[src/rtl/kyber_barrett_reduce_pkg.sv]
// Shared Kyber arithmetic constants and types, used by the Barrett reducer,
// NTT butterflies and modular adder stages.
package kyber_barrett_reduce_pkg;

    localparam int unsigned KyberQ   = 3329;
    localparam int unsigned BarrettK = 26;
    localparam int unsigned BarrettM = 20158;
    localparam int unsigned CoefW    = 12;
    localparam int unsigned RedW     = CoefW + 1;
    localparam int unsigned ProdW    = 32;
    localparam int unsigned XW       = 24;

    typedef logic [CoefW-1:0] coef_t;
    typedef logic [RedW-1:0]  red_t;

    // Products wider than 24 bits come from a misbehaving multiplier stage.
    function automatic logic prod_ovf(input logic [ProdW-1:0] prod);
        return |prod[ProdW-1:XW];
    endfunction

endpackage

[src/rtl/kyber_barrett_reduce_if.sv]
// Valid/ready stream bundle for the Barrett reducer: product beats in, coefficients out.
interface kyber_barrett_reduce_if #(
    parameter int unsigned IDXW = 8
);
    import kyber_barrett_reduce_pkg::*;

    logic              in_valid;
    logic              in_ready;
    logic [ProdW-1:0]  in_prod;
    logic [IDXW-1:0]   in_idx;
    logic              out_valid;
    logic              out_ready;
    coef_t             out_coef;
    logic [IDXW-1:0]   out_idx;
    logic              out_ovf;

    modport master (
        output in_valid, in_prod, in_idx, out_ready,
        input  in_ready, out_valid, out_coef, out_idx, out_ovf
    );

    modport slave (
        input  in_valid, in_prod, in_idx, out_ready,
        output in_ready, out_valid, out_coef, out_idx, out_ovf
    );

endinterface

[src/rtl/barrett_csub.sv]
// Conditional subtraction of Q: maps a value in [0, 2Q) onto [0, Q).
module barrett_csub
    import kyber_barrett_reduce_pkg::*;
#(
    parameter int unsigned Q = KyberQ
) (
    input  red_t  a_i,
    output coef_t r_o
);

    red_t diff;

    always_comb begin
        diff = a_i - RedW'(Q);
        r_o  = (a_i >= RedW'(Q)) ? CoefW'(diff) : CoefW'(a_i);
    end

endmodule

[src/rtl/kyber_barrett_reduce.sv]
// Three-stage Barrett reduction of a 24-bit product modulo Q with a
// whole-pipe stall on output backpressure.
module kyber_barrett_reduce
    import kyber_barrett_reduce_pkg::*;
#(
    parameter int unsigned Q    = KyberQ,
    parameter int unsigned K    = BarrettK,
    parameter int unsigned M    = BarrettM,
    parameter int unsigned IDXW = 8
) (
    input  logic                  clk,
    input  logic                  rst_n,
    kyber_barrett_reduce_if.slave bus,
    output logic                  busy
);

    localparam int unsigned PW  = XW + 15;
    localparam int unsigned TQW = 25;

    logic en;

    logic            v1_q, v1_d, ovf1_q, ovf1_d;
    logic [XW-1:0]   x1_q, x1_d;
    logic [PW-1:0]   p1_q, p1_d;
    logic [IDXW-1:0] idx1_q, idx1_d;

    logic            v2_q, v2_d, ovf2_q, ovf2_d;
    logic [XW-1:0]   x2_q, x2_d;
    logic [TQW-1:0]  tq2_q, tq2_d;
    logic [IDXW-1:0] idx2_q, idx2_d;

    logic            v3_q, v3_d, ovf3_q, ovf3_d;
    coef_t           coef3_q, coef3_d;
    logic [IDXW-1:0] idx3_q, idx3_d;

    red_t  t2, r3;
    coef_t coef_red;

    barrett_csub #(
        .Q (Q)
    ) u_csub (
        .a_i (r3),
        .r_o (coef_red)
    );

    always_comb begin
        en = !v3_q || bus.out_ready;
        t2 = RedW'(p1_q >> K);
        // Barrett guarantees x - t*Q lies in [0, 2Q), so 13 low bits are exact.
        r3 = RedW'(x2_q) - RedW'(tq2_q);

        v1_d    = v1_q;
        x1_d    = x1_q;
        p1_d    = p1_q;
        idx1_d  = idx1_q;
        ovf1_d  = ovf1_q;
        v2_d    = v2_q;
        x2_d    = x2_q;
        tq2_d   = tq2_q;
        idx2_d  = idx2_q;
        ovf2_d  = ovf2_q;
        v3_d    = v3_q;
        coef3_d = coef3_q;
        idx3_d  = idx3_q;
        ovf3_d  = ovf3_q;

        if (en) begin
            v1_d    = bus.in_valid;
            x1_d    = bus.in_prod[XW-1:0];
            p1_d    = PW'(x1_d) * PW'(M);
            idx1_d  = bus.in_idx;
            ovf1_d  = prod_ovf(bus.in_prod);

            v2_d    = v1_q;
            x2_d    = x1_q;
            tq2_d   = TQW'(t2) * TQW'(Q);
            idx2_d  = idx1_q;
            ovf2_d  = ovf1_q;

            v3_d    = v2_q;
            coef3_d = coef_red;
            idx3_d  = idx2_q;
            ovf3_d  = ovf2_q;
        end
    end

    always_comb begin
        bus.in_ready  = en;
        bus.out_valid = v3_q;
        bus.out_coef  = coef3_q;
        bus.out_idx   = idx3_q;
        bus.out_ovf   = ovf3_q;
        busy          = v1_q || v2_q || v3_q;
    end

    always_ff @(posedge clk or negedge rst_n) begin
        if (!rst_n) begin
            v1_q    <= 1'b0;
            x1_q    <= '0;
            p1_q    <= '0;
            idx1_q  <= '0;
            ovf1_q  <= 1'b0;
            v2_q    <= 1'b0;
            x2_q    <= '0;
            tq2_q   <= '0;
            idx2_q  <= '0;
            ovf2_q  <= 1'b0;
            v3_q    <= 1'b0;
            coef3_q <= '0;
            idx3_q  <= '0;
            ovf3_q  <= 1'b0;
        end else begin
            v1_q    <= v1_d;
            x1_q    <= x1_d;
            p1_q    <= p1_d;
            idx1_q  <= idx1_d;
            ovf1_q  <= ovf1_d;
            v2_q    <= v2_d;
            x2_q    <= x2_d;
            tq2_q   <= tq2_d;
            idx2_q  <= idx2_d;
            ovf2_q  <= ovf2_d;
            v3_q    <= v3_d;
            coef3_q <= coef3_d;
            idx3_q  <= idx3_d;
            ovf3_q  <= ovf3_d;
        end
    end

endmodule

[src/flat_wrapper.sv]
// flat-port wrapper written by rule: the top's interface ports become plain ports
module kyber_barrett_reduce_flat import kyber_barrett_reduce_pkg::*;
#(
    parameter int unsigned Q    = KyberQ,
    parameter int unsigned K    = BarrettK,
    parameter int unsigned M    = BarrettM,
    parameter int unsigned IDXW = 8
)
  (clk, rst_n, busy, bus_in_valid, bus_in_prod, bus_in_idx, bus_out_ready, bus_in_ready, bus_out_valid, bus_out_coef, bus_out_idx, bus_out_ovf);
  kyber_barrett_reduce_if #(.IDXW(IDXW)) bus_i ();
  input  logic clk;
  input  logic rst_n;
  output logic busy;
  input wire logic [$bits(bus_i.in_valid)-1:0] bus_in_valid;
  input wire logic [$bits(bus_i.in_prod)-1:0] bus_in_prod;
  input wire logic [$bits(bus_i.in_idx)-1:0] bus_in_idx;
  input wire logic [$bits(bus_i.out_ready)-1:0] bus_out_ready;
  output wire logic [$bits(bus_i.in_ready)-1:0] bus_in_ready;
  output wire logic [$bits(bus_i.out_valid)-1:0] bus_out_valid;
  output wire logic [$bits(bus_i.out_coef)-1:0] bus_out_coef;
  output wire logic [$bits(bus_i.out_idx)-1:0] bus_out_idx;
  output wire logic [$bits(bus_i.out_ovf)-1:0] bus_out_ovf;
  assign bus_i.in_valid = bus_in_valid;
  assign bus_i.in_prod = bus_in_prod;
  assign bus_i.in_idx = bus_in_idx;
  assign bus_i.out_ready = bus_out_ready;
  assign bus_in_ready = bus_i.in_ready;
  assign bus_out_valid = bus_i.out_valid;
  assign bus_out_coef = bus_i.out_coef;
  assign bus_out_idx = bus_i.out_idx;
  assign bus_out_ovf = bus_i.out_ovf;
  kyber_barrett_reduce #(.Q(Q), .K(K), .M(M), .IDXW(IDXW)) u_core (.clk(clk), .rst_n(rst_n), .bus(bus_i), .busy(busy));
endmodule
[config.mk]
export PLATFORM = sky130hd
export DESIGN_NAME = kyber_barrett_reduce_flat
export DESIGN_NICKNAME = d
export VERILOG_FILES = /design/src/rtl/kyber_barrett_reduce_pkg.sv /design/src/rtl/kyber_barrett_reduce_if.sv /design/src/rtl/barrett_csub.sv /design/src/rtl/kyber_barrett_reduce.sv /design/src/flat_wrapper.sv
export SDC_FILE = /design/constraint.sdc
export NUM_CORES = 1
export LEC_CHECK = 0
export BUFFER_PORTS_ARGS = -buffer_cell sky130_fd_sc_hd__buf_2
export CORE_UTILIZATION = 50
export CTS_CLUSTER_SIZE = 30
export DETAILED_ROUTE_END_ITERATION = 7
export PLACE_DENSITY = 0.68
export SKIP_CTS_REPAIR_TIMING = 1
export SLEW_MARGIN = 20
export SYNTH_ARGS = -nofsm -noshare
export SYNTH_HDL_FRONTEND = slang
export SYNTH_SLANG_ARGS = --single-unit
[constraint.sdc]
create_clock -name clk -period 3.36 [get_ports clk]
set_input_delay 0.336 -clock clk [delete_from_list [all_inputs] [get_ports clk]]
set_output_delay 0.336 -clock clk [all_outputs]
set_load 0.01 [all_outputs]
### Word level (Yosys, flattened, before mapping)

Cells that the tools add are included.

* output and inout port bits: 24
* logic and storage cells: 25
* register bits: 119
* bits of input ports: 44

* $mul: 2
* order comparisons: 1
* reductions and logical operators: 5
* multiplexer cells: 1
* add/sub/neg operators: 2

Operators with widths (number)
* multiplier 24 x 14 -> 38 bit (second input constant): 1
* >= comparator 13 x 12 -> 1 bit (second input constant): 1
* multiplier 13 x 12 -> 13 bit (second input constant): 1
* subtractor 13 bit: 1
* 2-to-1 mux 12 bit: 1
* subtractor 12 bit (second input constant): 1
* OR reduction 8 bit: 1
* logical OR 1 bit: 3
* logical NOT 1 bit: 1

### Longest topological paths before layout

* depth in word-level cells: 3
* depth in mapped cells: 21
* gate-level depth less buffers: 21

### Modules after synthesis

From an unflattened synthesis, not the netlist that was laid out.

* cell total of the unflattened synthesis: 1104
* area total of the unflattened synthesis: 10699.0 um2

By module, submodules not included
* kyber_barrett_reduce: times used 1, cells each 1058, sequential area each 2352.3 um2, area an instance 10341.2 um2
* barrett_csub: times used 1, cells each 46, sequential area each 0.0 um2, area an instance 357.8 um2

### Worst setup path before layout

No wires, ideal clock.

* kind: input to register
* start point: input port bus_in_prod[21]
* end point: register u_core.p1_q[38]
* data required time: 3.233 ns
* arrival time: 5.388 ns
* setup slack: -2.155 ns
* buffers on the path: 0
* stages: 19
* setup time: 0.127 ns
* path through: inv_1 > fa_1 > fa_1 > inv_1 > fa_1 > fa_1 > fa_1 > inv_1 > fa_1 > inv_1 > ha_1 > nand4_1 > o221ai_1 > nor3_1 > o41ai_1 > a221oi_1 > o21ai_0 > mux2i_1 > nor3_1

* longest elaborated chain between the ends: 1

RTL lines
* from (decl): line flat_wrapper.sv:15 `input wire logic [$bits(bus_i.in_prod)-1:0] bus_in_prod;`
* multiplier 24 x 14 -> 38 bit: line kyber_barrett_reduce.sv:70 `p1_d = PW'(x1_d) * PW'(M);`
* to (signal assigned): line kyber_barrett_reduce.sv:115 `p1_q <= p1_d;`
* to (decl): line kyber_barrett_reduce.sv:24 `logic [PW-1:0] p1_q, p1_d;`

Every way passes these cells.
A chain may end at the register's enable or synchronous reset.

### Worst setup path after layout

* start point: input port bus_in_prod[21]
* end point: register u_core.p1_q[37]

The elaborated chain is that of the path after synthesis.

==> run metrics <==
most frequent cells in the layout 190 x nand2_1, 186 x inv_1, 141 x ha_1; Peak Freq 190 MHz; Synth Net Count 1451; Final Hold Viols 0; post-DP HPWL 19.5 mm; CTS tree built; CP max-delay cell fa_1; Worst-Margin Slew 0.819 ns; fin crit period 5.26 ns; Post-synth EDFFs 0; Die Width 149 um; r2r setup slk 0.16 ns; Hold Path Class input port to register; Die H 149 um; Avg WL per Cell 14.7 um; gpl congestion 0.878; ANT cells 0; Rows 53; TritonRoute pass-1 iters 6; failing checks setup timing; setup slack at placement -2.32 ns; Slew Limit Fails 0; CP dominant cell by count fa_1; Final Net Count 1638; Syn Area/Cell 9.79 um2; cells along the critical path buf_8, clkinvlp_4, fa_1, fa_1, inv_2, fa_1, fa_1, fa_1, inv_1, fa_1, inv_2, ha_4, nand4_1, buf_4, nor2_2, a22oi_2, nand4b_1, a41o_4, a211oi_2, xor2_1, o21ai_1; Ys Warns 0; worst rel slew slack 45.4%; number of top-level pins 68; Buf/Inv on CP 6; CP peak stage delay 0.53 ns; GRT Total Usage 22.2%; sequential area share after synthesis 21.7%; Top Family by Delay on Critical Path adder cells; CP Capture Type register; first-pass GRT wire length 39.1 mm; peak fanout along the critical path 5; Worst-path clk slew 0.07 ns; Synth top area share 27.6%; worst setup margin -1.90 ns; pin count of the biggest net entering global routing 86; Die ar. 22200 um2; number of max-cap violations 0; most common cell after layout, fill and taps aside nand2_1; critical path type input port to register; Clock Latency Late Sink 0.35 ns; crit share post-route 157%; Final setup viols 13; unrepaired setup endpoints after global routing yes; # DRC 0; Max Buffers Root-to-Sink 2; 1st-iter DRT viols 286; Vias 7994; Port-buffer cells 67; CORE AREA 21100 um2; Netlist Area Pre-Place 10800 um2; initial antenna violation count 0; GRT Residual Overflow 0; vias in the first global route 8188; ANT nets after route 0; crit path launch type input port; largest area contributor in the netlist fa_1; H-tree Lvls 3; dominant cells by area after synthesis fa_1 28%, dfrtp_1 22%, ha_1 18%; CTS buffer count 9; final instance area 13100 um2; post-synthesis cell count 1105; fillers 1765; Post-synth ARST share 100%; Area growth syn-to-layout 21.5%; layout cell share with drive strength beyond 1 22.7%; Starting Density 51.3%; status finished, violations left; routed wire length 23.1 mm; Placed Area 12500 um2; TritonCTS Sinks 94; distinct cell type count after synthesis 73; Worst Clk Skew 0.0102 ns; vias per cell 5.09; CP Data Required Time 3.56 ns; flops & latches, synth 94; root buf cell clkbuf_16; critical path arrival 5.46 ns; prevailing post-synth register cell dfrtp_1
==> Yosys cell counts (3+ instances only) <==
cell type,instances
inv_1,193
nand2_1,190
ha_1,153
fa_1,149
dfrtp_1,94
o21ai_0,41
a21oi_1,37
nor2_1,30
clkbuf_1,21
xnor2_1,18
nand3_1,16
a21o_1,12
xor2_1,12
a31oi_1,10
a211oi_1,9
nand2b_1,9
nor3_1,9
or3_1,9
o211ai_1,8
nor4_1,7
and2_1,3
nor2b_1,3
nor3b_1,3
o21a_1,3
o21ai_1,3
o21bai_1,3
==> final cells by class <==
class                      count  area, um2  share of cell area, %
timing repair buffer         199       1380                   10.5
multi-input combinational    794       8050                   61.2
inverter                     194        736                   5.60
sequential                    94       2350                   17.9
clock inverter                 7       55.1                  0.419
tap                          275        344                   2.62
clock buffer                   9        225                   1.71
==> flip-flops by register name, summed over array words and instances (netlist names) <==
name / flops
u_core.tq2_q: 13
u_core.idx2_q: 8
u_core.ovf2_q: 1
u_core.bus.out_ovf: 1
u_core.bus.out_coef: 12
u_core.ovf1_q: 1
u_core.bus.out_valid: 1
u_core.v2_q: 1
u_core.idx1_q: 8
u_core.p1_q: 13
u_core.bus.out_idx: 8
u_core.v1_q: 1
u_core.x1_q: 13
u_core.x2_q: 13
==> cell families after synthesis <==
kind of cell,count (synthesis),share of synthesized area (%)
buffers and inverters,217,7.61
muxes,4,0.463
and+or+nand+nor,295,12.1
adders and majority gates,302,45.3
DFF,94,21.7
xor gates and xnor gates,31,2.58
AOI/OAI and AO/OA,162,10.2
==> worst min-delay path: cells and delay by family <==
kind	cells	cell delay (ns)
AND/OR/NAND/NOR	2	0.09
buffers and inverters	1	0.07
==> worst paths after layout <==
check / end / cells after the start / from
worst max-delay path: u_core.p1_q[37] / 21 / bus_in_prod[21]
worst min register to register: u_core.bus.out_idx[3] / 2 / u_core.bus.out_idx[3]
worst max register to register: u_core.bus.out_coef[1] / 13 / u_core.x2_q[0]
worst min-delay path: u_core.idx1_q[6] / 3 / bus_in_idx[6]
max in group asynchronous: u_core.bus.out_idx[6] / 3 / rst_n
min in group asynchronous: u_core.bus.out_coef[9] / 2 / rst_n
==> per-stage QoR <==
| step | hold slack [ns] | utilization (%) | cells | setup TNS (ns) |
|---|---|---|---|---|
| final | 0.193 | 62.3 | 1572 | -22.75 |
| after floorplan | 0.0404 | - | 1105 | -23.02 |
| after global placement | 0.309 | 59.3 | 1548 | -27.27 |
| after detailed placement | 0.311 | 59.3 | 1548 | -28.64 |
| after CTS | -0.0592 | 60.6 | 1564 | -23.91 |
| after global routing | 0.186 | 62.3 | 1572 | -25.40 |
==> layer usage <==
metal  GRT usage, %  wire length, um  vias to the layer above
met5              0                0                        -
met4           4.95              363                        0
met3           2.54              707                       26
met2           38.2            11500                      121
met1           30.0            10500                     3876
li1               -                -                     3971
Power is not shown: default switching activity piles up to over one toggle a cycle in this logic, so the estimate is an artifact.
